==> config.mk <==
export PLATFORM = sky130hd
export DESIGN_NAME = arrow_board_seq
export DESIGN_NICKNAME = d
export VERILOG_FILES = /design/src/rtl/arrow_board_seq.sv
export SDC_FILE = /design/constraint.sdc
export NUM_CORES = 1
export LEC_CHECK = 0
export CORE_MARGIN = 10
export CORE_UTILIZATION = 55
export CTS_CLUSTER_DIAMETER = 120
export CTS_CLUSTER_SIZE = 28
export DETAILED_ROUTE_END_ITERATION = 7
export HOLD_SLACK_MARGIN = 0.06
export PLACE_DENSITY = 0.79
export SETUP_SLACK_MARGIN = 0.2
export SLEW_MARGIN = 30
export SYNTH_ARGS = -nofsm -noshare
export SYNTH_HDL_FRONTEND = slang
export SYNTH_SLANG_ARGS = --single-unit
==> constraint.sdc <==
create_clock -name clk -period 6.1 [get_ports clk]
set_clock_uncertainty 0.1 [all_clocks]
set_input_delay 0.61 -clock clk [delete_from_list [all_inputs] [get_ports clk]]
set_output_delay 0.61 -clock clk [all_outputs]
set_load 0.01 [all_outputs]
==> src/rtl/arrow_board_seq.sv <==
`default_nettype none
// ============================================================================
// Module   : arrow_board_seq
// Brief    : Self-timed arrow-board controller with prescaler, step sequencer,
//            frame-aligned mode register and registered lamp composition.
//            Optional PWM dimming is enabled by defining ARROWBOARD_DIM_EN.
// Revision : 1.0
// ============================================================================
module arrow_board_seq #(
  parameter int N_LAMPS   = 16,
  parameter int SEQ_STEPS = 4,
  parameter int DIV       = 2,
  parameter int DIV_W     = 16
) (
  input  logic                               clk,
  input  logic                               rst_n,
  input  logic                               ena,
  input  logic [2:0]                         mode_req,
  input  logic                               mode_load,
  input  logic                               lt,
  input  logic                               bi,
  input  logic                               al,
`ifdef ARROWBOARD_DIM_EN
  input  logic [3:0]                         dim,
`endif
  output logic [N_LAMPS-1:0]                 lamps,
  output logic [$clog2(SEQ_STEPS+2)-1:0]     step,
  output logic                               frame_start,
  output logic                               mode_pending
);

  localparam int c_STEP_W = $clog2(SEQ_STEPS + 2);
  localparam int c_SEG    = N_LAMPS / SEQ_STEPS;
  localparam int c_HALF   = N_LAMPS / 2;

  localparam logic [2:0] c_MODE_OFF     = 3'd0;
  localparam logic [2:0] c_MODE_RIGHT   = 3'd1;
  localparam logic [2:0] c_MODE_LEFT    = 3'd2;
  localparam logic [2:0] c_MODE_FLASH   = 3'd3;
  localparam logic [2:0] c_MODE_CAUTION = 3'd4;
  localparam logic [2:0] c_MODE_CHASE   = 3'd5;
  localparam logic [2:0] c_MODE_DOUBLE  = 3'd6;

  logic [DIV_W-1:0]    r_presc;
  logic [c_STEP_W-1:0] r_step;
  logic [2:0]          r_mode;
  logic [2:0]          r_pending;
  logic                r_mode_pending;
  logic                r_frame_start;
  logic [N_LAMPS-1:0]  r_lamps;

  logic                w_tick;
  logic                w_wrap;
  logic                w_apply_off;
  logic                w_hold;
  int                  w_s;
  logic [N_LAMPS-1:0]  w_fill;
  logic [c_HALF-1:0]   w_half;
  logic [N_LAMPS-1:0]  w_data;
  logic [N_LAMPS-1:0]  w_lit;
  logic [N_LAMPS-1:0]  w_lamps_nxt;

  assign w_tick      = ena && (r_presc == DIV_W'(DIV - 1));
  assign w_wrap      = (r_step == c_STEP_W'(SEQ_STEPS + 1));
  // An idle (OFF) board takes a pending mode immediately instead of waiting for a frame edge.
  assign w_apply_off = r_mode_pending && (r_mode == c_MODE_OFF);

  always_ff @(posedge clk or negedge rst_n) begin
    if (!rst_n) begin
      r_presc        <= '0;
      r_step         <= '0;
      r_mode         <= c_MODE_OFF;
      r_pending      <= c_MODE_OFF;
      r_mode_pending <= 1'b0;
      r_frame_start  <= 1'b0;
      r_lamps        <= '0;
    end else begin
      if (mode_load) r_pending <= mode_req;
      if (w_apply_off) begin
        r_mode         <= r_pending;
        r_step         <= '0;
        r_presc        <= '0;
        r_mode_pending <= mode_load;
      end else begin
        if (ena) r_presc <= w_tick ? '0 : r_presc + 1'b1;
        if (w_tick) r_step <= w_wrap ? '0 : r_step + 1'b1;
        if (w_tick && w_wrap && r_mode_pending) begin
          r_mode         <= r_pending;
          r_mode_pending <= mode_load;
        end else if (mode_load) begin
          r_mode_pending <= 1'b1;
        end
      end
      r_frame_start <= w_tick && w_wrap && !w_apply_off;
      r_lamps       <= w_lamps_nxt;
    end
  end

  always_comb begin
    w_fill = '0;
    w_half = '0;
    w_data = '0;
    w_s    = int'(r_step);
    w_hold = (w_s >= SEQ_STEPS);
    for (int i = 0; i < N_LAMPS; i++) begin
      w_fill[i] = w_hold || (i < (w_s + 1) * c_SEG);
    end
    // Each half of DOUBLE_SEQ runs the fill sequence compressed into N_LAMPS/2 lamps.
    for (int j = 0; j < c_HALF; j++) begin
      w_half[j] = w_hold || (j < ((w_s + 1) * c_HALF) / SEQ_STEPS);
    end
    case (r_mode)
      c_MODE_OFF:   w_data = '0;
      c_MODE_RIGHT: w_data = w_fill;
      c_MODE_LEFT: begin
        for (int i = 0; i < N_LAMPS; i++) w_data[i] = w_fill[N_LAMPS-1-i];
      end
      c_MODE_FLASH: w_data = {N_LAMPS{~r_step[0]}};
      c_MODE_CAUTION: begin
        for (int i = 0; i < N_LAMPS; i++) w_data[i] = (i < c_HALF) ? ~r_step[0] : r_step[0];
      end
      c_MODE_CHASE: begin
        for (int i = 0; i < N_LAMPS; i++) w_data[i] = !w_hold && ((i / c_SEG) == w_s);
      end
      c_MODE_DOUBLE: begin
        for (int j = 0; j < c_HALF; j++) begin
          w_data[c_HALF+j]   = w_half[j];
          w_data[c_HALF-1-j] = w_half[j];
        end
      end
      default:      w_data = '1;
    endcase
  end

`ifdef ARROWBOARD_DIM_EN
  logic [3:0] r_pwm;

  always_ff @(posedge clk or negedge rst_n) begin
    if (!rst_n) r_pwm <= '0;
    else        r_pwm <= r_pwm + 4'd1;
  end

  assign w_lit = w_data & {N_LAMPS{r_pwm <= dim}};
`else
  assign w_lit = w_data;
`endif

  // Lamp test lights lamps after dimming so it always shows full brightness; blanking wins over it.
  assign w_lamps_nxt = ((w_lit | {N_LAMPS{~lt}}) & {N_LAMPS{bi}}) ^ {N_LAMPS{~al}};

  assign lamps        = r_lamps;
  assign step         = r_step;
  assign frame_start  = r_frame_start;
  assign mode_pending = r_mode_pending;

endmodule
`default_nettype wire

==> results.json, run 1 <==
{
  "numCtsBuffers": 5,
  "start_util": 0.579,
  "crit_path_end": "r_presc[15]",
  "drtIter0Drc": 116,
  "synth-edff-count": 0,
  "wl_um": 4460,
  "cts_hold_buf": 0,
  "clk_latency_ns": 0.29,
  "dp.cells": 280,
  "cts_tree": "done",
  "grt_usage": 0.141,
  "setup.worst_path.start": "r_mode[0]",
  "maxSlewHeadroom": 0.489,
  "cts_buffer_depth": 2,
  "grt_overflow": 0,
  "path_cells": "nor4b_4, o2111ai_1, or4_1, a21oi_1",
  "syn_area_per_cell_um2": 9.88,
  "dr.pass1.iters": 4,
  "pwr_density_cell_nw_per_um2": 396,
  "synthArstFlopShare": 1.00,
  "rows": 22,
  "min_path_type": "flip-flop to flip-flop",
  "synthCells": 218,
  "worstPathArrival_ns": 2.66,
  "vias_per_cell": 6.05,
  "tightest_slew_ns": 0.766,
  "finalSetupTns_ns": 0,
  "htreeDepth": 2,
  "setup.worst_path.start_class": "flip-flop",
  "nFillCells": 300,
  "drive_above_1_share": 0.0958,
  "post_cts_resized": 0,
  "via_count": 1743,
  "crit_family": "simple AND/OR/NAND/NOR gates",
  "synth.distinct_cells": 48,
  "reg2reg_from": "r_mode[0]",
  "die_h_um": 82.6,
  "ant_nets": 0,
  "drc": 0,
  "die-area_um2": 6820,
  "cts-root-buf": "clkbuf_8",
  "clk_pin_slew_worst_paths_ns": 0.07,
  "antenna_found_initial": 0,
  "hold_viol": 0,
  "p_leak_uw": 0.00102,
  "status": "completed",
  "yosys_warnings": 0,
  "grt_max_degree": 36,
  "crit_cells": 4,
  "cp_slowest_stage_delay_ns": 0.63,
  "grt_pass1_wl_um": 7530,
  "synth_area_um2": 2150,
  "grt_busiest_layer": "met2",
  "syn2layout_area_growth_pct": 16.9,
  "clkSinkCount": 35,
  "final_cells": 288,
  "maxCapViolCount": 0,
  "antenna_cells": 0,
  "rsz0062_at_grt": "no",
  "use_met2": 0.219,
  "core_um2": 3720,
  "fin_crit_sh": 0.416,
  "io_buffers": 30,
  "synth_seq_cells": 35,
  "r2r-end": "r_presc[15]",
  "hpwl_um": 3280,
  "ios": 31,
  "ir_worst_vdd_v": 0.000197,
  "critPathKind": "flip-flop to flip-flop",
  "fmax_mhz": 394,
  "routedWlPerCell_um": 15.5,
  "yosys_most_used_dff": "dfrtp_1",
  "crit_required_ns": 6.22,
  "cp-end-kind": "flip-flop",
  "layout_common_cells": "35 x dfrtp_1, 30 x clkdlybuf4s50_1, 14 x a21oi_1",
  "timing.critical_path.buf_inv": 0,
  "place.gp.congestion": 0.788,
  "path_max_fanout": 13,
  "critPathSlowestCell": "nor4b_4",
  "r2r_slack_ns": 3.56,
  "final_common_cell": "dfrtp_1",
  "reg2reg_depth": 4,
  "first_global_vias": 1634,
  "layout.nets": 258,
  "synth_nets": 237,
  "finalMaxSlewViolations": 0,
  "post_cts_buffers": 0,
  "met3_usage": 0.0356,
  "synth-seq-area-share": 0.407,
  "setup_viol": 0,
  "layout_min_cycle_time_ns": 2.54,
  "met1_usage": 0.175,
  "die_x_um": 82.6
}
-- power by group --
| part | leakage (uW) | total (uW) | internal [uW] | switching (uW) |
|---|---|---|---|---|
| logic | 0.000529 | 436 | 222 | 214 |
| registers | 0.000440 | 371 | 283 | 88.2 |
| clock network | 0.0000505 | 189 | 103 | 86.2 |
-- state kept, by name, summed over array words and instances, names as in the netlist --
| signal | cells |
|---|---|
| r_presc | 16 |
| step | 3 |
| mode_pending | 1 |
| r_pending | 3 |
| frame_start | 1 |
| lamps | 8 |
| r_mode | 3 |
-- cell families after synthesis --
family | after synthesis | share of synthesized area
and+or+nand+nor | 84 | 0.242
AOI/OAI and AO/OA | 54 | 0.182
DFF | 35 | 0.407
buffers and inverters | 23 | 0.0604
xor gates and xnor gates | 10 | 0.0407
adders and majority gates | 9 | 0.0523
muxes | 3 | 0.0157
-- cells in the mapped netlist, types with 4 or more instances --
cell,n,area [um^2]
dfrtp_1,35,876
nand3_1,6,30.0
a21bo_2,4,40.0
buf_4,9,67.6
or3_1,8,50.1
ha_1,9,113
xnor2_1,4,35.0
o21ai_0,9,45.0
clkbuf_1,5,18.8
nor2_1,8,30.0
nand4_1,5,31.3
and3_1,5,31.3
nand2_1,13,48.8
nor2b_1,5,31.3
nor4b_1,4,35.0
nand2b_1,8,50.1
a21oi_1,14,70.1
xor2_1,6,52.6
inv_1,5,18.8
o41ai_1,4,35.0
-- routing by layer --
layer  wire length, um  vias to the layer above
met5                 0                        -
met4               100                        0
met3               302                        5
met2              2010                       43
met1              2040                      843
li1                  -                      852
-- through the flow --
step / hold WS [ns] / instance area, um^2 / worst slack [ns] / utilization / power [uW]
detailed placement: 0.386 / 2410 / 3.34 / 0.649 / 812
global placement: 0.382 / 2410 / 3.37 / 0.649 / 801
CTS: 0.403 / 2520 / 3.58 / 0.677 / 1000
floorplan: 0.214 / 2150 / 3.87 / - / 670
global route: 0.415 / 2520 / 3.27 / 0.677 / 1070
finish: 0.400 / 2520 / 3.56 / 0.677 / 996
-- final cells by class --
cell class | instances | area (um^2) | area share
inverter | 6 | 22.5 | 0.00895
tap | 48 | 60.1 | 0.0239
timing repair buffer | 31 | 308 | 0.122
multi-input combinational | 160 | 1150 | 0.456
sequential | 35 | 876 | 0.348
clock inverter | 1 | 7.51 | 0.00298
clock buffer | 7 | 96.3 | 0.0383
-- how the worst min path moves through the flow --
stage | from | to | slack, ns | cells past startpoint
floorplan | rst_n | frame_start | 0.21 | 0
global placement | r_pending[0] | r_mode[0] | 0.38 | 1
detailed placement | r_pending[1] | r_mode[1] | 0.39 | 1
CTS | r_pending[1] | r_mode[1] | 0.40 | 1
global route | r_pending[2] | r_mode[2] | 0.41 | 1
finish | r_pending[1] | r_mode[1] | 0.40 | 1
-- worst reg2reg max path: cells and delay by family, from the launching register on --
family / cells / cell delay [ns]
flops: 1 / 0.53
compound gates: 2 / 0.61
simple gates: 2 / 1.23
Note: power is estimated with default switching activity, not from simulation.
==> inputs of run 2 (changes only) <==
- CORE_UTILIZATION: 55 -> 54
- PLACE_DENSITY: 0.79 -> 0.77
- clock period: 6.1 -> 2.57 ns (I/O delays scaled with it)
==> run 2 against run 1 <==
Against the previous run:
- first-iteration DRC count is 22% lower
- sequential share of layout area shrank 1.1 points
- routed wire length up 4.0%
- die area rose by 1.4%
- sequential power grew 130%
- power is 140% higher
- critical path depth rose by 2
- via count increased by 0.63%
- design area is 3.5% higher
- critical path type unchanged
- cell count rose by 2.8%
==> results.json, run 2 (synthesis gave the netlist of run 1 again) <==
{
  "drc": 0,
  "dr.pass1.iters": 4,
  "final_common_cell": "dfrtp_1",
  "place.gp.congestion": 0.802,
  "setup.worst_path.start_class": "flip-flop",
  "layout_common_cells": "33 x dfrtp_1, 30 x clkdlybuf4s50_1, 14 x a21oi_1",
  "rows": 22,
  "start_util": 0.571,
  "io_buffers": 30,
  "drtIter0Drc": 90,
  "tightest_slew_ns": 0.816,
  "drive_above_1_share": 0.141,
  "maxSlewHeadroom": 0.455,
  "grt_overflow": 0,
  "cp-end-kind": "flip-flop",
  "grt_pass1_wl_um": 7710,
  "path_max_fanout": 7,
  "crit_required_ns": 2.64,
  "ios": 31,
  "core_um2": 3770,
  "hpwl_um": 3320,
  "fin_crit_sh": 0.891,
  "ant_nets": 0,
  "syn2layout_area_growth_pct": 21.0,
  "finalMaxSlewViolations": 0,
  "clk_pin_slew_worst_paths_ns": 0.07,
  "status": "completed",
  "worstPathArrival_ns": 2.36,
  "largest_register_ffs": 16,
  "hold_viol": 0,
  "antenna_found_initial": 0,
  "finalSetupTns_ns": 0,
  "numCtsBuffers": 5,
  "vias_per_cell": 5.93,
  "rsz0062_at_grt": "no",
  "min_path_type": "primary input to async pin",
  "power.total_uw": 2430,
  "via_count": 1754,
  "p_leak_uw": 0.00106,
  "ir_worst_vdd_v": 0.000608,
  "nFillCells": 289,
  "setup_viol": 0,
  "timing.critical_path.buf_inv": 0,
  "cts_hold_buf": 0,
  "final_util": 0.691,
  "htreeDepth": 2,
  "grt_max_degree": 36,
  "clk_latency_ns": 0.29,
  "die_h_um": 83.1,
  "clkSinkCount": 35,
  "final_area_um2": 2610,
  "critPathSlowestCell": "dfrtp_2",
  "critPathKind": "flip-flop to flip-flop",
  "pwr_density_cell_nw_per_um2": 931,
  "multiInputGateArea_um2": 1180,
  "wl_um": 4640,
  "layout.nets": 266,
  "cp_slowest_stage_delay_ns": 0.43,
  "place_area_um2": 2460,
  "regArea_um2": 878,
  "crit_family": "compound AO/OA/AOI/OAI gates",
  "routedWlPerCell_um": 15.7,
  "die_x_um": 83.1,
  "grt_usage": 0.127,
  "largest_register": "r_presc",
  "whs_ns": 0.280,
  "fmax_mhz": 437,
  "cts_tree": "done",
  "die-area_um2": 6910,
  "layout_min_cycle_time_ns": 2.29,
  "cts_buffer_depth": 2,
  "first_global_vias": 1667,
  "path_cells": "ha_1, ha_2, nand3b_1, a221o_1, and3_2, a2111oi_4",
  "antenna_cells": 0,
  "cts-root-buf": "clkbuf_8",
  "maxCapViolCount": 0
}
[run 2: repair_timing]
item                                    4_1_cts  5_1_grt
resized for setup                             0        7
buffers inserted                              0        2
endpoints found under the setup margin        0        6
hold endpoints to repair                      0        0
[run 2: worst register-to-register path: cells and delay by family, from the launching register on]
family	cells	cell delay, ns
flip-flops	1	0.43
AND/OR/NAND/NOR	2	0.37
AO/OA/AOI/OAI	2	0.69
adder cells (fa/ha/maj)	2	0.58
[run 2: area by class of cell]
| type | instances | area share |
|---|---|---|
| sequential | 35 | 0.337 |
| tap | 48 | 0.0231 |
| inverter | 6 | 0.00865 |
| clock inverter | 1 | 0.00336 |
| timing repair buffer | 39 | 0.141 |
| multi-input combinational | 160 | 0.453 |
| clock buffer | 7 | 0.0331 |
[run 2: metrics by stage]
step / worst slack, ns / cells
2_1_floorplan: 0.344 / 218
3_3_place_gp: 0.351 / 286
3_5_place_dp: 0.250 / 286
4_1_cts: 0.224 / 294
5_1_grt: 0.210 / 296
6_report: 0.280 / 296
[run 2: final timing paths]
check	startpoint	end	slack [ns]	depth (start not counted)
setup / recovery	step[1]	lamps[3]	0.28	6
hold / removal	rst_n	r_presc[9]	0.28	2
setup reg to reg	step[1]	lamps[3]	0.28	6
hold reg to reg	r_pending[1]	r_mode[1]	0.40	1
max in group asynchronous	rst_n	r_mode[2]	1.74	2
min in group clk	r_pending[1]	r_mode[1]	0.40	1
[run 2: per-layer routing]
metal / vias to the layer above / track usage / wire length [um]
li1: 866 / - / -
met1: 839 / 0.161 / 2180
met2: 44 / 0.198 / 2110
met3: 5 / 0.0459 / 317
met4: 0 / 0.0323 / 27
met5: - / 0 / 0
[run 2: where the power goes]
part | switching, uW | total (uW) | internal, uW | leakage (uW)
Combinational | 584 | 1170 | 588 | 0.000573
Clock | 196 | 416 | 219 | 0.0000484
Sequential | 162 | 837 | 675 | 0.000438
